## config.mk

```make
export PLATFORM = sky130hd
export DESIGN_NAME = ama_riscv_br_resolve
export DESIGN_NICKNAME = d
export VERILOG_FILES = /design/src/rtl/ama_riscv_br_resolve_pkg.sv /design/src/rtl/ama_riscv_sat_cnt.sv /design/src/rtl/ama_riscv_br_resolve.sv
export SDC_FILE = /design/constraint.sdc
export NUM_CORES = 1
export LEC_CHECK = 0
export BUFFER_PORTS_ARGS = -buffer_cell sky130_fd_sc_hd__buf_2
export CORE_MARGIN = 2
export CORE_UTILIZATION = 55
export CTS_CLUSTER_DIAMETER = 150
export DETAILED_ROUTE_END_ITERATION = 6
export PLACE_DENSITY = 0.85
export SETUP_SLACK_MARGIN = 0.02
export SLEW_MARGIN = 20
export SYNTH_ARGS = -nofsm -noshare
export SYNTH_HDL_FRONTEND = slang
export SYNTH_SLANG_ARGS = --single-unit
```

## constraint.sdc

```tcl
create_clock -name clk -period 3.52 [get_ports clk]
set_input_delay 0.704 -clock clk [delete_from_list [all_inputs] [get_ports clk]]
set_output_delay 0.704 -clock clk [all_outputs]
set_load 0.02 [all_outputs]
```

## src/rtl/ama_riscv_br_resolve_pkg.sv

```systemverilog
// ama_riscv_br_resolve_pkg: shared branch direction and predictor-update types
package ama_riscv_br_resolve_pkg;
  typedef enum logic {
    B_NT = 1'b0,
    B_T  = 1'b1
  } branch_t;
  typedef struct packed {
    logic resolve;
  } bp_spec_t;
  typedef struct packed {
    logic [31:0] pc_dec;
    logic [31:0] pc_exe;
    branch_t     br_res;
    bp_spec_t    spec;
  } bp_t;
endpackage

```

## src/rtl/ama_riscv_sat_cnt.sv

```systemverilog
// ama_riscv_sat_cnt: enable-increment counter that sticks at all-ones, sync active-low clear
module ama_riscv_sat_cnt #(
  parameter int W = 32
) (
  input  logic         clk,
  input  logic         rst_n,
  input  logic         en,
  output logic [W-1:0] cnt
);
  // count up on enable, hold once every bit is set
  always_ff @(posedge clk)
    cnt <= !rst_n ? '0 : (en && !(&cnt)) ? cnt + W'(1) : cnt;
endmodule

```

## src/rtl/ama_riscv_br_resolve.sv

```systemverilog
// ama_riscv_br_resolve: DEC->EXE branch register, mispredict detection, redirect and profiling counters
module ama_riscv_br_resolve
  import ama_riscv_br_resolve_pkg::*;
#(
  parameter int ARCH_W = 32,
  parameter int CNT_W  = 32
) (
  input  logic              clk,
  input  logic              rst_n,
  input  logic              stall_exe,
  input  logic              dec_vld,
  input  logic              dec_is_br,
  input  logic [ARCH_W-1:0] dec_pc,
  input  logic              dec_pred,
  input  logic [ARCH_W-1:0] dec_tgt,
  input  logic              exe_br_res,
  output logic              resolve,
  output logic [ARCH_W-1:0] pc_exe,
  output logic              br_res,
  output logic              mispred,
  output logic [ARCH_W-1:0] redir_pc,
  output logic              flush,
  output logic [CNT_W-1:0]  cnt_br,
  output logic [CNT_W-1:0]  cnt_mp
);
  logic              vld;
  logic              pred;
  logic [ARCH_W-1:0] pc;
  logic [ARCH_W-1:0] tgt;
  // capture the DEC branch unless stalled; a branch behind a mispredict is wrong-path and lands invalid
  always_ff @(posedge clk)
    if (!rst_n) begin
      vld  <= 1'b0;
      pc   <= '0;
      tgt  <= '0;
      pred <= B_NT;
    end else if (!stall_exe) begin
      vld  <= dec_vld & dec_is_br & !mispred;
      pc   <= dec_pc;
      pred <= dec_pred;
      tgt  <= dec_tgt;
    end
  // resolve once on the first unstalled cycle; redirect to the path actually taken
  always_comb begin
    resolve  = vld & !stall_exe;
    mispred  = resolve & (pred != exe_br_res);
    flush    = mispred;
    redir_pc = (exe_br_res == B_T) ? tgt : pc + ARCH_W'(4);
    pc_exe   = pc;
    br_res   = exe_br_res;
  end
  ama_riscv_sat_cnt #(.W(CNT_W)) u_cnt_br (
    .clk   (clk),
    .rst_n (rst_n),
    .en    (resolve),
    .cnt   (cnt_br)
  );
  ama_riscv_sat_cnt #(.W(CNT_W)) u_cnt_mp (
    .clk   (clk),
    .rst_n (rst_n),
    .en    (mispred),
    .cnt   (cnt_mp)
  );
endmodule

```

==> results.yml <==
run_status:
  status: "finished, final reports clean"
power_and_ir_drop:
  combPwrFrac: 0.091
  seq_power_share: 0.429
  pwr_density_cell_nw_per_um2: 449.3
  power.share.clock: 0.480
  p_leak_nw: 3.500
  swShare: 0.2347
  peakVddDrop_v: 0.0004595
  power.internal_w: 0.002786
  p_total_w: 0.003641
  p_sw_w: 0.0008544
timing:
  rsz0062_at_grt: "no"
  max_slew_margin: 0.4292
  totalNegativeSetupSlack_ns: 0
  max_freq_mhz: 316.7
  worst_pin_slew_ns: 0.8562
  setup_viol: 0
  post-route-period-util: 0.8971
  clock_skew_ns: 0.009565
  hold_violations: 0
  drv_slew: 0
  fin_crit_ns: 3.158
drt:
  postRouteAntennaNets: 0
  post-route-drc-count: 0
  vias: 6351
  via_per_inst: 5.742
  firstDrtPassIters: 5
  drt_iter0_drc: 390
  post_drt_wl_per_cell_um: 15.43
  drt_wl_total_mm: 17.06
placement:
  place.port_buffers: 202
  place_area_um2: 7512
  hpwl_mm: 11.78
  gp_congestion: 0.8848
floorplanning:
  die_area_um2: 12480
  ios: 203
  die_h_um: 111.7
  core_um2: 11370
  core.rowCount: 39
  start_util: 0.5615
  die_x_um: 111.7
setup_path:
  cp_cell_sequence: "ha_1, nand3_1, nor4_1, buf_4, nand4_1, xnor2_1, mux2_2, buf_2"
  crit_slowest_cell: "dfxtp_1"
  startpoint_type: "flop"
  critPathBufInv: 2
  worst_setup_path_end_kind: "output port"
  rr_worst_depth: 7
  timing.rr.end: "u_cnt_mp.cnt[16]$_SDFFE_PN0P_"
  rr_startpoint: "u_cnt_mp.cnt[0]$_SDFFE_PN0P_"
  crit_type: "reg -> out"
  cp_top_family: "simple AND/OR/NAND/NOR gates"
  critPathMaxStageDelay_ns: 0.41
  crit_path_max_fanout: 7
  cp.required_ns: 2.82
  worstPathArrival_ns: 2.45
  critical_path.endpoint: "redir_pc[30]"
  r2r_setup_slack_ns: 1.06
  cp.depth: 8
  cp-startpoint: "pc_exe[2]$_SDFFE_PN0N_"
global_route:
  grt_pass1_wl_mm: 27.42
  antenna_found_initial: 0
  grt_remaining_overflow: 0
  grt_pass1_vias: 5704
  grt_max_degree: 69
  grt_use_total: 0.2676
cells_and_area:
  final_common_cell: "buf_2"
  regArea_um2: 2603
  drive_gt1_frac: 0.2648
  layout_common_cells: "buf_2, dfxtp_1, nor2_1, mux2i_1, nand2_1"
  fillers: 889
  num-nets-final: 1024
  multi_input_area_um2: 3558
  syn_to_final_growth_pct: 26.93
  final_area_um2: 8103
  num_antenna_cells: 0
cts:
  root_buffer: "clkbuf_16"
  cts_max_level: 4
  clkTransAtPathRegs_ns: 0.06
  clockBufferDepth: 2
  tritoncts: "yes"
  hold_buffers: 0
  cts.sinks: 130
  cts_buffers: 17
  postCtsSetupBuffers: 0
  postCtsResizedCells: 0
  clk_latency_ns: 0.42
yosys:
  synth_edf_count: 0
  synth_top_area_share: 0.4077
  synthCells: 759
  synth_seq_cells: 130
  ys.warnings.count: 0
  synth_ff_type: "dfxtp_1"
  ys_seq_area_frac: 0.4077
  synth_cell_types: 42
  ys_async_sr_fraction: 0
  yosysTopAreaCell: "dfxtp_1"
  netlist_top_cells_area: "dfxtp_1, mux2i_1, nor2_1"
  syn_nets: 833
  syn_area_per_cell_um2: 8.411
  synthesis.area_um2: 6384
worst_hold_path:
  hold_class: "reg -> reg"
job:
  maxCapViolations: 0
-- cells in the mapped netlist, types with 6 or more instances --
| library cell | n |
|---|---|
| mux2i_1 | 75 |
| or3_1 | 26 |
| nand4_1 | 28 |
| and3_1 | 10 |
| nand2_1 | 72 |
| o21ai_0 | 54 |
| nand2b_1 | 11 |
| nor2_1 | 82 |
| a21oi_1 | 38 |
| dfxtp_1 | 130 |
| o31ai_1 | 13 |
| clkbuf_1 | 32 |
| inv_1 | 15 |
| xnor2_1 | 14 |
| xor2_1 | 23 |
| or4_1 | 13 |
| nor4_1 | 22 |
| and4_1 | 6 |
| nand3_1 | 36 |
-- through the flow --
stage,utilization,worst slack (ns),instances,hold WS [ns]
finish,0.7127,0.3621,1106,0.4891
global route,0.7127,0.1937,1106,0.5110
CTS,0.7123,0.3610,1106,0.4925
detailed placement,0.6607,0.8507,1074,0.4802
global placement,0.6607,0.8903,1074,0.4732
floorplan,-,0.4381,759,0.4546
-- cells by family after synthesis --
logic type	synth area share
xor gates and xnor gates	0.05076
buffers and inverters	0.03665
DFF	0.4077
muxes	0.1264
AOI/OAI and AO/OA	0.1158
and+or+nand+nor	0.2568
adders and majority gates	0.005881
-- layout make-up --
type                    instances  area share
inverters                      16    0.007566
clock inverters                 4    0.008647
flip-flops and latches        130      0.3212
repair buffers                215      0.1376
clock buffers                  28     0.06377
multi-input cells             570      0.4392
well taps                     143     0.02208
-- per-layer routing --
| metal | track usage | wire (um) |
|---|---|---|
| met3 | 0.08438 | 1193 |
| met1 | 0.3347 | 7270 |
| met5 | 0 | 0 |
| met4 | 0.08642 | 296 |
| met2 | 0.4408 | 8302 |
-- worst min-delay path, delay by kind of cell, from the launching register on --
| kind | cells | cell delay (ns) |
|---|---|---|
| multiplexers | 1 | 0.05 |
| AND/OR/NAND/NOR | 1 | 0.06 |
| flip-flops | 1 | 0.33 |
-- sequential cells by signal, indices dropped and copies added (netlist names) --
register / count
tgt: 32
pred: 1
u_cnt_mp.cnt: 32
vld: 1
u_cnt_br.cnt: 32
pc_exe: 32
-- power groups by stage --
stage          clock network (W)  registers, W  logic [W]
2_1_floorplan                  0       0.00161   0.000186
4_1_cts                  0.00176       0.00156   0.000334
3_3_place_gp                   0       0.00159   0.000327
6_report                 0.00175       0.00156   0.000331
3_5_place_dp                   0       0.00159   0.000331
5_1_grt                  0.00183       0.00157   0.000360
-- worst min path at each step --
| stage | from | end | slack (ns) | cells after the start |
|---|---|---|---|---|
| 6_report | u_cnt_mp.cnt[14]$_SDFFE_PN0P_ | u_cnt_mp.cnt[14]$_SDFFE_PN0P_ | 0.49 | 2 |
| 3_5_place_dp | u_cnt_mp.cnt[14]$_SDFFE_PN0P_ | u_cnt_mp.cnt[14]$_SDFFE_PN0P_ | 0.48 | 2 |
| 5_1_grt | vld$_SDFFE_PN0N_ | vld$_SDFFE_PN0N_ | 0.51 | 2 |
| 3_3_place_gp | tgt[1]$_SDFFE_PN0N_ | tgt[1]$_SDFFE_PN0N_ | 0.47 | 2 |
| 2_1_floorplan | vld$_SDFFE_PN0N_ | vld$_SDFFE_PN0N_ | 0.45 | 2 |
| 4_1_cts | u_cnt_mp.cnt[14]$_SDFFE_PN0P_ | u_cnt_mp.cnt[14]$_SDFFE_PN0P_ | 0.49 | 2 |
Note: power is estimated with default switching activity, not from simulation.
